--- src/rtl/textmode_pkg.sv ---
// -----------------------------------------------------------------------------
// textmode_pkg
// Shared definitions for the text-mode cell RAM (TRAM) command sequencer.
//   - Display mode 3 geometry defaults (84 x 24 cells).
//   - Command opcode encoding carried on cmd_op.
//   - Sequencer FSM state encoding.
//   - cell_count(): number of cells on the screen, used for address limits.
// -----------------------------------------------------------------------------
package textmode_pkg;

  // Mode 3 geometry: 672x384 pixels with 8x16 glyphs.
  localparam int TEXT_W_MODE3 = 84;
  localparam int TEXT_H_MODE3 = 24;

  // cmd_op encoding
  localparam logic [1:0] OP_NOP    = 2'd0;
  localparam logic [1:0] OP_CLEAR  = 2'd1;
  localparam logic [1:0] OP_FILL   = 2'd2;
  localparam logic [1:0] OP_SCROLL = 2'd3;

  typedef enum logic [2:0] {
    ST_IDLE,
    ST_FILL,
    ST_SCRL,
    ST_DRAIN,
    ST_BLANK,
    ST_FIN
  } state_e;

  function automatic int cell_count(input int w, input int h);
    return w * h;
  endfunction

endpackage

--- src/rtl/textmode_wr_arb.sv ---
// -----------------------------------------------------------------------------
// textmode_wr_arb
// Registered 2:1 mux in front of the single TRAM write port.
//
// Host writes are only granted while the sequencer is idle, unless the
// build defines TEXTMODE_CTRL_HOSTPRI_EN, in which case the host always wins
// and the engine is told to stall for that cycle.
// Host writes to addresses outside the screen are accepted but dropped.
//
// Ports
//   clk_sys, rst_sys        clock / synchronous active-high reset
//   idle_i                  sequencer is in IDLE
//   eng_we_i/addr_i/din_i   engine write request for this cycle
//   host_we_i/addr_i/din_i  host single-cell write request
//   host_ready_o            host write accepted when host_we_i & host_ready_o
//   stall_o                 engine request not taken this cycle; hold state
//   ram_we_o/waddr_o/din_o  registered TRAM write port
// -----------------------------------------------------------------------------
module textmode_wr_arb
  import textmode_pkg::*;
#(
  parameter int TEXT_W = TEXT_W_MODE3,
  parameter int TEXT_H = TEXT_H_MODE3,
  parameter int ADDRW  = 11,
  parameter int WORDW  = 32
) (
  input  logic             clk_sys,
  input  logic             rst_sys,
  input  logic             idle_i,
  input  logic             eng_we_i,
  input  logic [ADDRW-1:0] eng_addr_i,
  input  logic [WORDW-1:0] eng_din_i,
  input  logic             host_we_i,
  input  logic [ADDRW-1:0] host_addr_i,
  input  logic [WORDW-1:0] host_din_i,
  output logic             host_ready_o,
  output logic             stall_o,
  output logic             ram_we_o,
  output logic [ADDRW-1:0] ram_waddr_o,
  output logic [WORDW-1:0] ram_din_o
);

  localparam int               CELLS   = cell_count(TEXT_W, TEXT_H);
  localparam logic [ADDRW:0]   CELLS_X = (ADDRW+1)'(CELLS);

  logic             we_q, we_d;
  logic [ADDRW-1:0] waddr_q, waddr_d;
  logic [WORDW-1:0] din_q, din_d;
  logic             host_acc;
  logic             host_hit;

`ifdef TEXTMODE_CTRL_HOSTPRI_EN
  assign host_ready_o = 1'b1;
`else
  assign host_ready_o = idle_i;
`endif

  assign host_acc = host_we_i & host_ready_o;
  // Out-of-range host addresses still complete the handshake but never write.
  assign host_hit = host_acc & ({1'b0, host_addr_i} < CELLS_X);
  // Any accepted host write during an op costs the engine one cycle, even a
  // dropped one, so the stall rule does not depend on the address.
  assign stall_o  = host_acc & ~idle_i;

  always_comb begin
    we_d    = 1'b0;
    waddr_d = waddr_q;
    din_d   = din_q;
    if (host_hit) begin
      we_d    = 1'b1;
      waddr_d = host_addr_i;
      din_d   = host_din_i;
    end else if (eng_we_i && !stall_o) begin
      we_d    = 1'b1;
      waddr_d = eng_addr_i;
      din_d   = eng_din_i;
    end
  end

  always_ff @(posedge clk_sys) begin
    if (rst_sys) begin
      we_q    <= 1'b0;
      waddr_q <= '0;
      din_q   <= '0;
    end else begin
      we_q    <= we_d;
      waddr_q <= waddr_d;
      din_q   <= din_d;
    end
  end

  assign ram_we_o    = we_q;
  assign ram_waddr_o = waddr_q;
  assign ram_din_o   = din_q;

endmodule

--- src/rtl/textmode_ctrl.sv ---
// -----------------------------------------------------------------------------
// textmode_ctrl
// Command sequencer for the text-mode cell RAM (TRAM). Runs CLEAR, FILL and
// SCROLL_UP one cell per cycle and shares the single TRAM write port with a
// host single-cell write port through textmode_wr_arb.
//
// Build option: TEXTMODE_CTRL_HOSTPRI_EN
//   undefined - host writes only accepted while idle (host_ready=0 when busy)
//   defined   - host writes always accepted; the engine stalls one cycle for
//               each host write taken during an op
//
// Ports
//   clk_sys, rst_sys      clock / synchronous active-high reset
//   cmd_valid/ready       command handshake
//   cmd_op, cmd_data      opcode (NOP/CLEAR/FILL/SCROLL_UP) and fill word
//   host_we/addr/din      host cell write, host_ready handshake
//   ram_raddr, ram_dout   TRAM read port (data one cycle after address)
//   ram_we/waddr/din      TRAM write port (registered)
//   busy, done            op in progress / one-cycle completion pulse
// -----------------------------------------------------------------------------
module textmode_ctrl
  import textmode_pkg::*;
#(
  parameter int               TEXT_W   = TEXT_W_MODE3,
  parameter int               TEXT_H   = TEXT_H_MODE3,
  parameter int               ADDRW    = 11,   // 2**ADDRW must cover TEXT_W*TEXT_H
  parameter int               WORDW    = 32,
  parameter logic [WORDW-1:0] CLR_WORD = '0
) (
  input  logic             clk_sys,
  input  logic             rst_sys,
  input  logic             cmd_valid,
  output logic             cmd_ready,
  input  logic [1:0]       cmd_op,
  input  logic [WORDW-1:0] cmd_data,
  input  logic             host_we,
  input  logic [ADDRW-1:0] host_addr,
  input  logic [WORDW-1:0] host_din,
  output logic             host_ready,
  output logic [ADDRW-1:0] ram_raddr,
  input  logic [WORDW-1:0] ram_dout,
  output logic             ram_we,
  output logic [ADDRW-1:0] ram_waddr,
  output logic [WORDW-1:0] ram_din,
  output logic             busy,
  output logic             done
);

  localparam int               CELLS      = cell_count(TEXT_W, TEXT_H);
  localparam logic [ADDRW-1:0] LAST_ADDR  = ADDRW'(CELLS - 1);
  localparam logic [ADDRW-1:0] BLANK_BASE = ADDRW'((TEXT_H - 1) * TEXT_W);
  localparam logic [ADDRW-1:0] ROW_OFS    = ADDRW'(TEXT_W);

  state_e           state_q;
  logic [ADDRW-1:0] cnt_q;       // write address for FILL and BLANK
  logic [ADDRW-1:0] raddr_q;     // source address being read in SCRL
  logic             cp_vld_q;    // a copy is pending: ram_dout holds its data
  logic [ADDRW-1:0] cp_addr_q;   // destination of the pending copy
  logic [WORDW-1:0] fill_q;
  logic             busy_q;
  logic             done_q;

  logic             idle;
  logic             stall;
  logic             eng_we;
  logic [ADDRW-1:0] eng_addr;
  logic [WORDW-1:0] eng_din;

  assign idle = (state_q == ST_IDLE);

  // Engine write request for the current cycle.
  always_comb begin
    eng_we   = 1'b0;
    eng_addr = cnt_q;
    eng_din  = fill_q;
    case (state_q)
      ST_FILL: begin
        eng_we = 1'b1;
      end
      ST_SCRL, ST_DRAIN: begin
        eng_we   = cp_vld_q;
        eng_addr = cp_addr_q;
        eng_din  = ram_dout;
      end
      ST_BLANK: begin
        eng_we  = 1'b1;
        eng_din = CLR_WORD;
      end
      default: ;
    endcase
  end

  textmode_wr_arb #(
    .TEXT_W (TEXT_W),
    .TEXT_H (TEXT_H),
    .ADDRW  (ADDRW),
    .WORDW  (WORDW)
  ) u_wr_arb (
    .clk_sys      (clk_sys),
    .rst_sys      (rst_sys),
    .idle_i       (idle),
    .eng_we_i     (eng_we),
    .eng_addr_i   (eng_addr),
    .eng_din_i    (eng_din),
    .host_we_i    (host_we),
    .host_addr_i  (host_addr),
    .host_din_i   (host_din),
    .host_ready_o (host_ready),
    .stall_o      (stall),
    .ram_we_o     (ram_we),
    .ram_waddr_o  (ram_waddr),
    .ram_din_o    (ram_din)
  );

  // While stalled with a copy pending, re-read that copy's source so that
  // ram_dout still carries its data when the engine resumes next cycle.
  assign ram_raddr = (stall && cp_vld_q) ? (cp_addr_q + ROW_OFS) : raddr_q;

  assign cmd_ready = idle;
  assign busy      = busy_q;
  assign done      = done_q;

  always_ff @(posedge clk_sys) begin
    if (rst_sys) begin
      state_q   <= ST_IDLE;
      cnt_q     <= '0;
      raddr_q   <= '0;
      cp_vld_q  <= 1'b0;
      cp_addr_q <= '0;
      fill_q    <= '0;
      busy_q    <= 1'b0;
      done_q    <= 1'b0;
    end else begin
      done_q <= 1'b0;
      if (!stall) begin
        case (state_q)
          ST_IDLE: begin
            if (cmd_valid) begin
              case (cmd_op)
                OP_NOP: ;
                OP_CLEAR, OP_FILL: begin
                  fill_q  <= (cmd_op == OP_FILL) ? cmd_data : CLR_WORD;
                  cnt_q   <= '0;
                  busy_q  <= 1'b1;
                  state_q <= ST_FILL;
                end
                OP_SCROLL: begin
                  raddr_q  <= ROW_OFS;
                  cp_vld_q <= 1'b0;
                  busy_q   <= 1'b1;
                  state_q  <= ST_SCRL;
                end
              endcase
            end
          end

          ST_FILL: begin
            if (cnt_q == LAST_ADDR) begin
              state_q <= ST_FIN;
            end else begin
              cnt_q <= cnt_q + 1'b1;
            end
          end

          // Read row r+1 while writing back what was read last cycle to row r.
          ST_SCRL: begin
            cp_vld_q  <= 1'b1;
            cp_addr_q <= raddr_q - ROW_OFS;
            if (raddr_q == LAST_ADDR) begin
              state_q <= ST_DRAIN;
            end else begin
              raddr_q <= raddr_q + 1'b1;
            end
          end

          ST_DRAIN: begin
            cp_vld_q <= 1'b0;
            cnt_q    <= BLANK_BASE;
            state_q  <= ST_BLANK;
          end

          ST_BLANK: begin
            if (cnt_q == LAST_ADDR) begin
              state_q <= ST_FIN;
            end else begin
              cnt_q <= cnt_q + 1'b1;
            end
          end

          // The last write is on the TRAM port now; the op is complete.
          ST_FIN: begin
            busy_q  <= 1'b0;
            done_q  <= 1'b1;
            state_q <= ST_IDLE;
          end

          default: state_q <= ST_IDLE;
        endcase
      end
    end
  end

endmodule

--- config.mk ---
export PLATFORM = sky130hd
export DESIGN_NAME = textmode_ctrl
export DESIGN_NICKNAME = d
export VERILOG_FILES = /design/src/rtl/textmode_pkg.sv /design/src/rtl/textmode_wr_arb.sv /design/src/rtl/textmode_ctrl.sv
export SDC_FILE = /design/constraint.sdc
export NUM_CORES = 1
export LEC_CHECK = 0
export BUFFER_PORTS_ARGS = -buffer_cell sky130_fd_sc_hd__buf_2
export CORE_MARGIN = 5
export CORE_UTILIZATION = 53
export DETAILED_ROUTE_END_ITERATION = 6
export PLACE_DENSITY_LB_ADDON = 0.3
export SLEW_MARGIN = 30
export SYNTH_ARGS = -nofsm -noshare
export SYNTH_HDL_FRONTEND = slang
export SYNTH_HIERARCHICAL = 1
export SYNTH_SLANG_ARGS = --single-unit
--- constraint.sdc ---
create_clock -name clk_sys -period 2.55 [get_ports clk_sys]
set_input_delay 0.255 -clock clk_sys [delete_from_list [all_inputs] [get_ports clk_sys]]
set_output_delay 0.255 -clock clk_sys [all_outputs]
set_load 0.01 [all_outputs]
# After elaboration in Yosys (flattened, before gate mapping)
# Cells that the tools add are included.
[classes]
n_addsub = 4
magnitude_cmp = 1
eq_ne = 19
n_mux = 31
bitwise = 5
n_reduce_logical = 21
[op_table]
columns = ["cell", "n"]
rows = [
  ["2-to-1 mux 11 bit", 10],
  ["2-to-1 mux 32 bit", 3],
  ["one-hot mux 32 bit (2 select lines)", 1],
  ["one-hot mux 11 bit (3 select lines)", 1],
  ["adder 11 x 1 -> 11 bit, second input constant", 2],
  ["== test 11 bit, second input constant", 2],
  ["one-hot mux 11 bit (2 select lines)", 1],
  ["AND reduction 5 bit", 3],
  ["!= test 2 bit, second input constant", 7],
  ["one-hot mux 3 bit (4 select lines)", 1],
  ["AND reduction 4 bit", 3],
  ["adder 11 x 7 -> 11 bit, second input constant", 1],
  ["less-than comparator 11 bit, second input constant", 1],
  ["subtractor 11 x 7 -> 11 bit, second input constant", 1],
  ["2-to-1 mux 3 bit", 3],
  ["OR reduction 2 bit", 4],
  ["2-to-1 mux 1 bit", 7],
  ["== test 3 x 2 -> 1 bit, second input constant", 2],
  ["== test 3 bit, second input constant", 2],
  ["one-hot mux 3 bit (2 select lines)", 1],
  ["nonzero test 2 bit", 3],
  ["nonzero test 3 bit", 2],
  ["== test 2 bit, second input constant", 2],
  ["one-hot mux 1 bit (2 select lines)", 2],
  ["other kinds (12)", 16],
]
[totals]
register_bits = 115
wordCells = 92

# Logic depth before layout (Yosys ltp)
# Gate-level depths: netlist (run 1).
[logic_depth]
word_depth = 7
mapped_depth = 10
depth_no_buf = 7

# Modules after synthesis
# The synthesis (run 1) kept the hierarchy.
[modules_own_cells]
columns = ["mod", "n_inst", "cells_each", "area_per_inst_um2", "seq_area_each_um2"]
rows = [
  ["textmode_ctrl", 1, 527, 3940.0, 1421.4],
  ["textmode_wr_arb", 1, 209, 2406.1, 880.8],
]

# Worst setup path after synthesis (run 1)
# No wires, ideal clock.
[synth_timing]
kind = "reg-to-reg"
start = "register state_q[1]"
end = "register u_wr_arb.din_q[0] (netlist: u_wr_arb/ram_din_o[0])"
arrival_ps = 2126
required_ps = 2404
slack_ps = 278
stages_incl_launch_ff = 11
period_less_slack_ps = 2272
path_cell_list = "dfxtp_1 buf_2 nor2b_1 clkbuf_1 buf_1 nand2_1 nand2_1 buf_4 buf_2 mux2i_1 a211oi_2"
[synth_via]
word_cells_on_any_way = 18
cone_classes = "4 x eq/ne; 4 x mux; 4 x bitwise; 6 x reduce/logical"
[synth_lines]
columns = ["element", "line", "rtl"]
rows = [
  ["from (decl)", "textmode_ctrl.sv:54", "state_e state_q;"],
  ["from (signal assigned)", "textmode_ctrl.sv:125", "state_q <= ST_IDLE;"],
  ["from (signal assigned)", "textmode_ctrl.sv:145", "state_q <= ST_FILL;"],
  ["from (signal assigned)", "textmode_ctrl.sv:151", "state_q <= ST_SCRL;"],
  ["== test 3 bit, or another cell as far along", "textmode_ctrl.sv:76", "case (state_q)"],
  ["OR reduction 2 bit (on tied branches)", "n/a", ""],
  ["one-hot mux 1 bit (2 select lines) *", "textmode_ctrl.sv:76", ""],
  ["via eng_we", "textmode_ctrl.sv:65", "logic eng_we;"],
  ["logical AND 1 bit *", "textmode_wr_arb.sv:73", "end else if (eng_we_i && !stall_o) begin"],
  ["nonzero test 2 bit (no line) *", "n/a", ""],
  ["to (signal assigned)", "textmode_wr_arb.sv:88", "din_q <= din_d;"],
  ["to (decl)", "textmode_wr_arb.sv:48", "logic [WORDW-1:0] din_q, din_d;"],
]
# The timed path passes the listed nets; every way through them passes the cells marked *. The select of a mux whose other input is x is not followed.
# A chain may end at the register's enable or synchronous reset.

# Final worst setup path (run 1)
[layout_timing]
start = "register state_q[2]"
end = "register u_wr_arb.din_q[6] (netlist: u_wr_arb/ram_din_o[6])"
# Same word-level chain as after synthesis.

==> implementation parameters, run 1 <==
Parameter                              Value

Synth
  Synthesized net count ... ~860
  Post-synthesis cell count ... 736
  Distinct cell type count of the synthesized netlist ... 53
  FFs w/ async S/R, synth ... 0%
  Warnings from Yosys ... 6
  Sequential fraction of the synthesis area ... between 30 and 40%
  Avg Cell Area, Syn ... 8.62 µm²
  Post-synthesis instance area ... about 6300 µm²
  Number of flops mapped to enable cells by yosys ... 0
  Post-synthesis register bit count ... 115
  Leading register cell type out of synthesis ... dfxtp_1

Worst setup path
  Maximum fanout along the worst path ... 44
  Series of cell instances along the critical path ... xnor2_1, or2_0, buf_4, nand2_2, buf_12, mux2i_1, a211oi_2
  Data required time at the worst endpoint ... ~2800 ps
  Critical R2R Launch ... state_q[2]$_SDFFE_PP0P_
  Startpoint Class ... register
  Critical Path Source ... state_q[2]$_SDFFE_PP0P_
  FF-to-FF path depth ... 7
  R2R Path End ... u_wr_arb/ram_din_o[6]$_SDFFE_PP0P_
  Count of cell instances traversed by the critical path ... 7
  Top delay family on crit path ... flip-flops
  WP buf/inv ... 2
  Category of the most critical setup path ... reg2reg
  Setup crit end kind ... register
  Register-to-Register Setup Slack ... 460 ps
  Critical Path Slowest Stage Cell ... dfxtp_1
  Data arrival time of the critical path ... roughly 2400 ps
  Slowest stage delay, CP ... slightly below 600 ps

Detailed routing
  Post-detailed-routing wire length ... 19.7 mm
  Wirelength per Cell ... 19.1 µm
  Post-detailed-route via-to-cell ratio ... 6.05
  Detailed router's first-iteration violation count ... 594
  Post-route DRC ... 0
  Initial DRT Pass Iterations ... 5
  Vias ... about 6.2k
  Post-route ant nets ... 0

Floorplanning
  Starting density of the core ... 53.5%
  Total number of placement rows ... 40
  Number of ports placed on the die boundary ... 172
  Horiz. Die Dim ... 119 µm
  Core region area ... approximately 12000 µm²
  Die Outline Area ... 14300 µm²
  Die span in y ... 119 µm

Clock tree
  CTS max path bufs ... 2
  Post-CTS setup buffer count ... 0
  Clock input transition at the sequential cells of the worst setup and hold paths ... about 50 ps
  Number of sinks on the clock net ... 115
  Num CTS Buffers ... 17
  Quantity of hold-fixing buffers added after cts ... 0
  TritonCTS clock tree ... yes
  Deepest level of the CTS H-tree ... 4
  Clock latency on the worst-skew pair ... 420 ps
  Gates resized, CTS repair ... 0
  Cell chosen for the clock root ... clkbuf_16

STA
  Min cycle time layout ... 2090 ps
  Slew margin rel. ... between 40% and 50%
  Unrepaired setup endpoints after global routing ... false
  Peak Freq ... roughly 0.48 GHz
  Clock tree skew after final layout ... 7.60 ps
  Worst Tran Pin Value ... 774 ps
  Final-report hold violation count ... 0
  Final setup vio count ... 0
  Fin Setup TNS ... 0 ps
  Final period utilization ... 82.1%
  Count of pins over their slew limit ... 0

Power and ir drop
  Leakage ... approximately 3 nW
  Peak supply drop ... around 0.57 mV
  Power Density ... about 700 nW/µm²

Worst hold path
  Hold wc startpoint ... cmd_data[26]
  Cells on Worst Hold Path ... 3
  Hold Path Sink ... fill_q[26]$_SDFFE_PP0P_
  Hold WC Path Type ... in2reg

Global route
  Total Routing Usage GR ... between 20% and 30%
  Number of antenna violations at the first check in global routing ... 0
  Vias in the first global route ... 6239
  Wire length of the first global-routing pass ... 31.7 mm
  Gr ovfl total ... 0
  Pin count of the biggest net entering global routing ... 67

Layout
  Area Overhead vs Synth ... 22.3%
  Final-stage net count ... 994
  Antenna Diode Count ... 0
  Sequential cell area ... ~2300 µm²
  Final core occ ... 65.4%
  Ratio of cells with drive above 1 in the final layout ... 30.2%
  Final-layout fill cell count ... 984
  Multi-input combinational cell area ... 3610 µm²

Place
  Detail Placement HPWL ... 13.5 mm
  Global placer's final weighted congestion ... 0.936
  Input/output buffers ... 171

Run
  Maximum Capacitance Violations ... 0

Outcome
  Status ... finished clean
-- cells in the final DEF (no fill, tap or decap), drive strengths merged, types with 21 or more instances in the layout --
| cell | synthesis | routed |
|---|---|---|
| mux2i | 44 | 44 |
| a22o | 32 | 32 |
| dfxtp | 115 | 115 |
| clkbuf | 39 | 26 |
| a21oi | 58 | 58 |
| buf | 35 | 192 |
| nor2 | 38 | 38 |
| o21ai | 21 | 21 |
| nand2 | 94 | 94 |
| a211oi | 86 | 86 |
| nand3 | 42 | 42 |
-- kinds of logic after synthesis --
kind of cell    Yosys count  synth area share [%]
simple gates            239                  17.7
xor+xnor                 21                  2.90
buf+inv                  83                  7.12
flops                   115                  36.3
fa+ha+maj                 8                  1.58
compound gates          222                  26.9
mux                      47                  7.47
other cells               1                0.0591
-- metal layers --
layer	vias up	track usage (%)	part of all wire (%)
met1	2941	33.8	42
met4	0	11.6	3.0
met3	53	8.17	7.7
met2	282	45.3	47
met5	-	0	0
li1	2959	-	-
-- report_power, final --
group	switching (W)	internal [W]	total, W
combinational	0.000603	0.000417	0.00102
sequential	0.0000786	0.00191	0.00199
clock	0.000815	0.00165	0.00247
-- layout make-up --
type | instances | share of cell area (%)
sequential | 115 | 29.7
tap | 147 | 2.37
timing repair buffer | 192 | 13.3
clock inverter | 4 | 1.23
clock buffer | 26 | 6.56
multi-input combinational | 538 | 46.5
inverter | 9 | 0.435
-- worst max path at each step --
stage	to	slack, ps
final	u_wr_arb/ram_din_o[6]$_SDFFE_PP0P_	460
after detailed placement	u_wr_arb/ram_din_o[6]$_SDFFE_PP0P_	520
after global placement	u_wr_arb/ram_din_o[10]$_SDFFE_PP0P_	580
after global routing	u_wr_arb/ram_din_o[6]$_SDFFE_PP0P_	360
after floorplan	u_wr_arb/ram_din_o[0]$_SDFFE_PP0P_	280
after CTS	u_wr_arb/ram_din_o[6]$_SDFFE_PP0P_	490
-- through the flow --
step,instance area [µm²],hold WS [ps],power (W),instances,worst slack [ps]
final,7760,111,0.00548,1031,455
after detailed placement,7150,446,0.00304,1001,522
after global routing,7760,112,0.00568,1031,362
after global placement,7150,438,0.00301,1001,583
after CTS,7760,97.5,0.00550,1031,486
after floorplan,6350,421,0.00272,736,278
-- worst register-to-register path, cell delays in order, from the launching register on --
cell	delay, ps
dfxtp_1	580
xnor2_1	140
or2_0	240
buf_4	180
nand2_2	80
buf_12	300
mux2i_1	310
a211oi_2	110
-- registers in the layout, summed over array words and instances, names as in the netlist, 3 cells and up --
| register | count |
|---|---|
| raddr_q | 11 |
| fill_q | 32 |
| cnt_q | 11 |
| state_q | 3 |
| cp_addr_q | 11 |
| u_wr_arb/ram_waddr_o | 11 |
| u_wr_arb/ram_din_o | 32 |
-- synth_stat cells, types with 5 or more instances --
master / count / area [µm²]
dfxtp_1: 115 / 2300
nand2_1: 94 / 353
a21oi_1: 58 / 290
a211oi_1: 47 / 353
mux2i_1: 44 / 440
nand3_1: 42 / 210
a211oi_2: 39 / 488
clkbuf_1: 39 / 146
nor2_1: 38 / 143
a22o_1: 32 / 280
buf_2: 18 / 90.1
o21ai_0: 17 / 85.1
nor3_1: 14 / 70.1
xnor2_1: 13 / 114
inv_1: 9 / 33.8
nand2b_1: 9 / 56.3
nand4_1: 9 / 56.3
ha_1: 8 / 100
xor2_1: 8 / 70.1
a31oi_1: 6 / 37.5
nor4_1: 6 / 37.5
or3_1: 6 / 37.5
a21o_1: 5 / 37.5
buf_6: 5 / 56.3
No activity file was read; power rests on OpenSTA's default activity.
==> run 2: changes to the inputs <==
--- a/config.mk
+++ b/config.mk
@@ -5,9 +5,10 @@
 export SDC_FILE = /design/constraint.sdc
 export NUM_CORES = 1
 export LEC_CHECK = 0
+export ABC_AREA = 1
 export BUFFER_PORTS_ARGS = -buffer_cell sky130_fd_sc_hd__buf_2
 export CORE_MARGIN = 5
-export CORE_UTILIZATION = 53
+export CORE_UTILIZATION = 54
 export DETAILED_ROUTE_END_ITERATION = 6
 export PLACE_DENSITY_LB_ADDON = 0.3
 export SLEW_MARGIN = 30
==> constraint.sdc (replaced) <==
create_clock -name clk_sys -period 2 [get_ports clk_sys]
set_input_delay 0.2 -clock clk_sys [delete_from_list [all_inputs] [get_ports clk_sys]]
set_output_delay 0.2 -clock clk_sys [all_outputs]
set_load 0.01 [all_outputs]
==> run 2 against run 1 <==
Worst hold slack got worse by 53 ps. Largest cell class unchanged. Sequential share of layout area decreased by 2.9 points. Count of clock-buffer cells in the layout decreased by 1. Non-clock buffer count increased by 13. Highest routed layer unchanged. Global-route usage decreased by 0.78 points. Register-to-register slack got worse by 280 ps.
==> implementation parameters, run 2 <==
Parameter                              Value

Outcome
  Status ... finished clean

Synth
  Synthesized net count ... 1203 (+40%)
  Distinct cell type count of the synthesized netlist ... 37 (-30%)
  Post-synthesis cell count ... 1082 (+47%)
  Top cells by instance count after synthesis ... nand2_1, nand3_1, dfxtp_1
  Leading register cell type out of synthesis ... dfxtp_1
  Number of flops mapped to enable cells by yosys ... 0 (unchanged)
  Warnings from Yosys ... 6 (unchanged)
  Synth area leader ... dfxtp_1
  Avg Cell Area, Syn ... 6.48 µm² (-25%)
  Sequential fraction of the synthesis area ... 32.8% (-3.5 points)
  Count leader, synth ... nand2_1
  FFs w/ async S/R, synth ... 0% (unchanged)
  Cells taking the most area after synthesis ... dfxtp_1, nand2_1, nand3_1
  Post-synthesis instance area ... 7010 µm² (+11%)
  Area share of the largest cell type after synthesis ... 32.8% (-3.5 points)
  Post-synthesis register bit count ... 115 (unchanged)

Detailed routing
  Detailed router's first-iteration violation count ... 998 (+68%)
  Post-route DRC ... 0 (unchanged)
  Post-route ant nets ... 0 (unchanged)
  Vias ... 7635 (+22%)
  Post-detailed-routing wire length ... 21.3 mm (+8.2%)
  Wirelength per Cell ... 15.0 µm (-22%)
  Post-detailed-route via-to-cell ratio ... 5.37 (-11%)
  Initial DRT Pass Iterations ... 6 (+1)

Power and ir drop
  Peak supply drop ... 0.817 mV (+44%)
  Power Density ... 1370 nW/µm² (+93%)
  Leakage ... 4.10 nW (+35%)

STA
  Clock tree skew after final layout ... 6.85 ps (-0.755 ps)
  Unrepaired setup endpoints after global routing ... false
  Final-report hold violation count ... 0 (unchanged)
  Slew margin rel. ... 56.6% (+8.2 points)
  Worst hold slack ... 57.9 ps (-52.7 ps)
  Final setup vio count ... 0 (unchanged)
  Fin Setup TNS ... 0 ps (unchanged)
  Min cycle time layout ... 1820 ps (-275 ps)
  Worst Tran Pin Value ... 650 ps (-124 ps)
  Peak Freq ... 0.550 GHz (+15%)
  Count of pins over their slew limit ... 0 (unchanged)
  Final period utilization ... 91.0% (+8.8 points)

Run
  Maximum Capacitance Violations ... 0 (unchanged)

Clock tree
  Deepest level of the CTS H-tree ... 4 (unchanged)
  Gates resized, CTS repair ... 0 (unchanged)
  Clock latency on the worst-skew pair ... 420 ps (about the same)
  Cell chosen for the clock root ... clkbuf_16
  Num CTS Buffers ... 17 (unchanged)
  CTS max path bufs ... 2 (unchanged)
  Number of sinks on the clock net ... 115 (unchanged)
  TritonCTS clock tree ... yes
  Quantity of hold-fixing buffers added after cts ... 0 (unchanged)
  Post-CTS setup buffer count ... 0 (unchanged)
  Clock input transition at the sequential cells of the worst setup and hold paths ... 50 ps (about the same)

Worst setup path
  Maximum fanout along the worst path ... 16 (-64%)
  Category of the most critical setup path ... reg2reg
  Data arrival time of the critical path ... 2090 ps (-270 ps)
  Startpoint Class ... register
  Register-to-Register Setup Slack ... 180 ps (-280 ps)
  Data required time at the worst endpoint ... 2270 ps (-540 ps)
  FF-to-FF path depth ... 8 (+1)
  Setup crit end kind ... register

Global route
  Pin count of the biggest net entering global routing ... 56 (-16%)
  Wire length of the first global-routing pass ... 32.7 mm (+2.9%)
  Vias in the first global route ... 6658 (+6.7%)
  Number of antenna violations at the first check in global routing ... 0 (unchanged)
  Gr ovfl total ... 0 (unchanged)
  Total Routing Usage GR ... 26.9% (-0.78 points)

Layout
  Final-stage net count ... 1358 (+37%)
  Area Overhead vs Synth ... 22.5%
  Commonest non-fill, non-tap cells in the layout ... nand2_1, buf_2, nand3_1
  Final-layout fill cell count ... 1150 (+17%)
  Ratio of cells with drive above 1 in the final layout ... 25.4% (-4.8 points)
  Most common library cell in the layout ignoring fill and taps ... nand2_1
  Final core occ ... 67.8% (+2.4 points)

Floorplanning
  Die span in y ... 124 µm (+3.8%)
  Die Outline Area ... 15400 µm² (+7.8%)
  Total number of placement rows ... 41 (+2.5%)
  Number of ports placed on the die boundary ... 172 (unchanged)
  Horiz. Die Dim ... 124 µm (+3.8%)
  Core region area ... 12700 µm² (+6.8%)
  Starting density of the core ... 55.4% (+1.9 points)

Place
  Global placer's final weighted congestion ... 0.960 (+2.6%)
  Detail Placement HPWL ... 15.4 mm (+14%)
  Input/output buffers ... 171 (unchanged)

Worst hold path
  Hold WC Path Type ... in2reg
  Cells on Worst Hold Path ... 3 (unchanged)
-- run 2: cell types whose count changed after synthesis, moves of 11 or more --
cell,previous run,this run
nand2_1,94,365
nand3_2,0,31
o21ai_0,17,39
a211oi_1,47,0
mux2i_1,44,0
a22o_1,32,0
nor3_1,14,3
a21oi_2,0,30
a21oi_1,58,81
xnor2_1,13,1
a211oi_2,39,0
inv_1,9,97
nand3_1,42,138
-- run 2: report_power, final --
part / internal, W / switching, W
Sequential: 0.00284 / 0.000430
Combinational: 0.00186 / 0.00357
Clock: 0.00204 / 0.000989
Total: 0.00674 / 0.00499
-- run 2: path summary, 6_finish.rpt --
path,start,endpoint
hold reg to reg,fill_q[13]$_SDFFE_PP0P_,fill_q[13]$_SDFFE_PP0P_
setup reg to reg,cnt_q[0]$_SDFFE_PP0P_,cnt_q[3]$_SDFFE_PP0P_
hold / removal,cmd_data[9],fill_q[9]$_SDFFE_PP0P_
setup / recovery,cnt_q[0]$_SDFFE_PP0P_,cnt_q[3]$_SDFFE_PP0P_
-- run 2: kinds of logic (layout without fill, tap and decap cells) --
| logic type | Yosys count | after routing | share of synthesized area (%) |
|---|---|---|---|
| and+or+nand+nor | 620 | 620 | 40.8 |
| AOI/OAI and AO/OA | 158 | 158 | 13.1 |
| buffers and inverters | 171 | 337 | 10.6 |
| other | 1 | 2 | 0.0535 |
| adders and majority gates | 8 | 8 | 1.43 |
| DFF | 115 | 115 | 32.8 |
| xor gates and xnor gates | 9 | 9 | 1.12 |
-- run 2: metrics by stage --
stage                     setup WS, ps  total power [W]  instances  cell area (µm²)
after floorplan                    125          0.00714       1082             7010
after global placement             180          0.00850       1387             7980
after detailed placement           162          0.00859       1387             7980
after CTS                         69.5           0.0116       1417             8570
after global routing              65.9           0.0125       1420             8590
final                              180           0.0117       1421             8590
-- run 2: area by class of cell --
cell class / instances / area (µm²) / share of cell area, %
clock buffers: 25 / 485 / 5.65
repair buffers: 205 / 1140 / 13.3
well taps: 172 / 215 / 2.50
diodes: 1 / 2.50 / 0.0291
flip-flops and latches: 115 / 2300 / 26.8
clock inverters: 5 / 100 / 1.16
inverters: 102 / 383 / 4.46
multi-input cells: 796 / 3970 / 46.1
-- run 2: critical path, stage by stage (launching register included) --
cell and delay (ps):
dfxtp_1 420, ha_1 200, nand2_1 80, nor2_1 310, nand3_1 150, nand2_2 270, nor2_4 100, nand2_1 90
a21oi_1 60
-- run 2: layer usage --
metal / share of wire [%] / vias to the layer above / GRT usage (%)
met5: 0 / - / 0
met4: 1.3 / 0 / 7.94
met3: 9.3 / 26 / 6.31
met2: 44 / 384 / 38.8
met1: 45 / 3421 / 39.6
li1: - / 3804 / -
==> run 3: changes to the inputs <==
--- a/config.mk
+++ b/config.mk
@@ -6,7 +6,7 @@
 export NUM_CORES = 1
 export LEC_CHECK = 0
 export ABC_AREA = 1
-export BUFFER_PORTS_ARGS = -buffer_cell sky130_fd_sc_hd__buf_2
+export BUFFER_PORTS_ARGS = -buffer_cell sky130_fd_sc_hd__buf_4
 export CORE_MARGIN = 5
 export CORE_UTILIZATION = 54
 export DETAILED_ROUTE_END_ITERATION = 6
==> run 3 against run 2 <==
Clock power fell by 1%. Clock skew fell by 2.1 ps. Final cell count fell by 0.28%. Count of clock-buffer cells in the layout rose by 2. Critical path depth fell by 1. Design area rose by 4.7%. Non-clock buffer count fell by 4. Combinational power rose by 5.7%. Via count rose by 0.31%. Die area did not move. Register-to-register slack got worse by 30 ps. Largest power group unchanged. Highest routed layer unchanged.
==> implementation parameters, run 3 (synthesis gave the netlist of run 2 again) <==
Parameter                              Value

Outcome
  Status ... finished clean

Clock tree
  Clock input transition at the sequential cells of the worst setup and hold paths ... 50 ps (about the same)
  Num CTS Buffers ... 17 (unchanged)
  CTS max path bufs ... 2 (unchanged)
  Deepest level of the CTS H-tree ... 4 (unchanged)
  Post-CTS setup buffer count ... 0 (unchanged)
  Clock latency on the worst-skew pair ... 420 ps (about the same)
  Cell chosen for the clock root ... clkbuf_16
  Number of sinks on the clock net ... 115 (unchanged)
  Gates resized, CTS repair ... 0 (unchanged)
  TritonCTS clock tree ... yes
  Quantity of hold-fixing buffers added after cts ... 0 (unchanged)

Detailed routing
  Post-detailed-route via-to-cell ratio ... 5.41 (+0.60%)
  Post-detailed-routing wire length ... 21.5 mm (+1.0%)
  Initial DRT Pass Iterations ... 5 (-1)
  Vias ... 7659 (+0.31%)
  Wirelength per Cell ... 15.2 µm (+1.3%)
  Post-route ant nets ... 0 (unchanged)
  Post-route DRC ... 0 (unchanged)
  Detailed router's first-iteration violation count ... 935 (-6.3%)

Layout
  Ratio of cells with drive above 1 in the final layout ... 25.4% (about the same)
  Final-stage net count ... 1354 (-0.29%)
  Sequential cell area ... 2300 µm² (unchanged)
  Most common library cell in the layout ignoring fill and taps ... nand2_1
  Antenna Diode Count ... 0 (-1)
  Area Overhead vs Synth ... 28.3%
  Commonest non-fill, non-tap cells in the layout ... nand2_1, buf_4, nand3_1
  Post-Layout Cell Count ... 1417 (-0.28%)
  Multi-input combinational cell area ... 3970 µm² (unchanged)
  Final-layout fill cell count ... 1039 (-9.7%)

Floorplanning
  Starting density of the core ... 55.4% (unchanged)
  Total number of placement rows ... 41 (unchanged)
  Die Outline Area ... 15400 µm² (unchanged)
  Horiz. Die Dim ... 124 µm (unchanged)
  Core region area ... 12700 µm² (unchanged)
  Number of ports placed on the die boundary ... 172 (unchanged)
  Die span in y ... 124 µm (unchanged)

STA
  Worst hold slack ... 63.6 ps (+5.69 ps)
  Final-report hold violation count ... 0 (unchanged)
  Final setup vio count ... 0 (unchanged)
  Slew margin rel. ... 66.8% (+10 points)
  Count of pins over their slew limit ... 0 (unchanged)
  Final period utilization ... 92.4% (+1.4 points)
  Peak Freq ... 0.541 GHz (-1.5%)
  Worst Tran Pin Value ... 497 ps (-153 ps)
  Clock tree skew after final layout ... 4.79 ps (-2.06 ps)
  Unrepaired setup endpoints after global routing ... true
  Min cycle time layout ... 1850 ps (+28.2 ps)
  Fin Setup TNS ... 0 ps (unchanged)

Power and ir drop
  Leakage ... 4.19 nW (+2.3%)
  Peak supply drop ... 0.977 mV (+20%)
  Power Density ... 1340 nW/µm² (-2.2%)

Worst setup path
  Maximum fanout along the worst path ... 32 (+16)
  Startpoint Class ... register
  Category of the most critical setup path ... reg2reg
  Data arrival time of the critical path ... 2130 ps (+40 ps)
  Data required time at the worst endpoint ... 2290 ps (+20 ps)
  Setup crit end kind ... register

Place
  Input/output buffers ... 171 (unchanged)
  Cell count after placement ... 1386 (-0.072%)
  Global placer's final weighted congestion ... 0.918 (-4.4%)
  Detail Placement HPWL ... 15.8 mm (+2.5%)

Global route
  Pin count of the biggest net entering global routing ... 61 (+8.9%)
  Number of antenna violations at the first check in global routing ... 0 (unchanged)
  Gr ovfl total ... 0 (unchanged)
  Total Routing Usage GR ... 27.7% (+0.81 points)
  Wire length of the first global-routing pass ... 33.6 mm (+3.0%)
  Vias in the first global route ... 6664 (+0.090%)

Run
  Maximum Capacitance Violations ... 0 (unchanged)

Worst hold path
  Hold WC Path Type ... in2reg
## run 3: final timing paths
path,start,to,slack [ps],cells past startpoint
worst min register to register,fill_q[13]$_SDFFE_PP0P_,fill_q[13]$_SDFFE_PP0P_,470,2
worst min-delay path,cmd_data[13],fill_q[13]$_SDFFE_PP0P_,60,3
worst max register to register,state_q[0]$_SDFFE_PP0P_,fill_q[11]$_SDFFE_PP0P_,150,7
worst max-delay path,state_q[0]$_SDFFE_PP0P_,fill_q[11]$_SDFFE_PP0P_,150,7
## run 3: layout make-up
cell class / count / share of cell area [%]
tap: 172 / 2.39
multi-input combinational: 796 / 44.1
timing repair buffer: 201 / 17.2
inverter: 102 / 4.30
clock buffer: 27 / 5.70
sequential: 115 / 25.6
clock inverter: 4 / 0.779
## run 3: per-stage QoR
step | power (W) | utilization, % | setup slack (ps) | area, µm²
final | 0.0120 | 71.0 | 152 | 9000
after global routing | 0.0128 | 71.0 | -36.6 | 9000
after CTS | 0.0120 | 71.0 | 125 | 8990
after detailed placement | 0.00895 | 66.4 | 166 | 8410
after global placement | 0.00888 | 66.4 | 214 | 8410
after floorplan | 0.00714 | - | 125 | 7010
## run 3: power breakdown
part,internal (W),leakage [nW],switching [W]
clock,0.00199,0.287,0.00101
combinational,0.00213,2.97,0.00362
sequential,0.00284,0.938,0.000435
total,0.00696,4.19,0.00506
## run 3: layer usage
layer	part of all wire, %	vias to the layer above	track usage, %
met4	2.1	0	9.65
met1	45	3468	41.8
li1	-	3789	-
met2	43	363	39.2
met5	0	-	0
met3	9.0	39	5.13
## run 3: worst max-delay path: stages, from the launching register on
cell and delay, ps:
dfxtp_1 350, nor2_4 170, nand2_1 90, buf_4 160, nor3_4 170, clkinvlp_4 470
nand2_1 210, a21oi_1 90
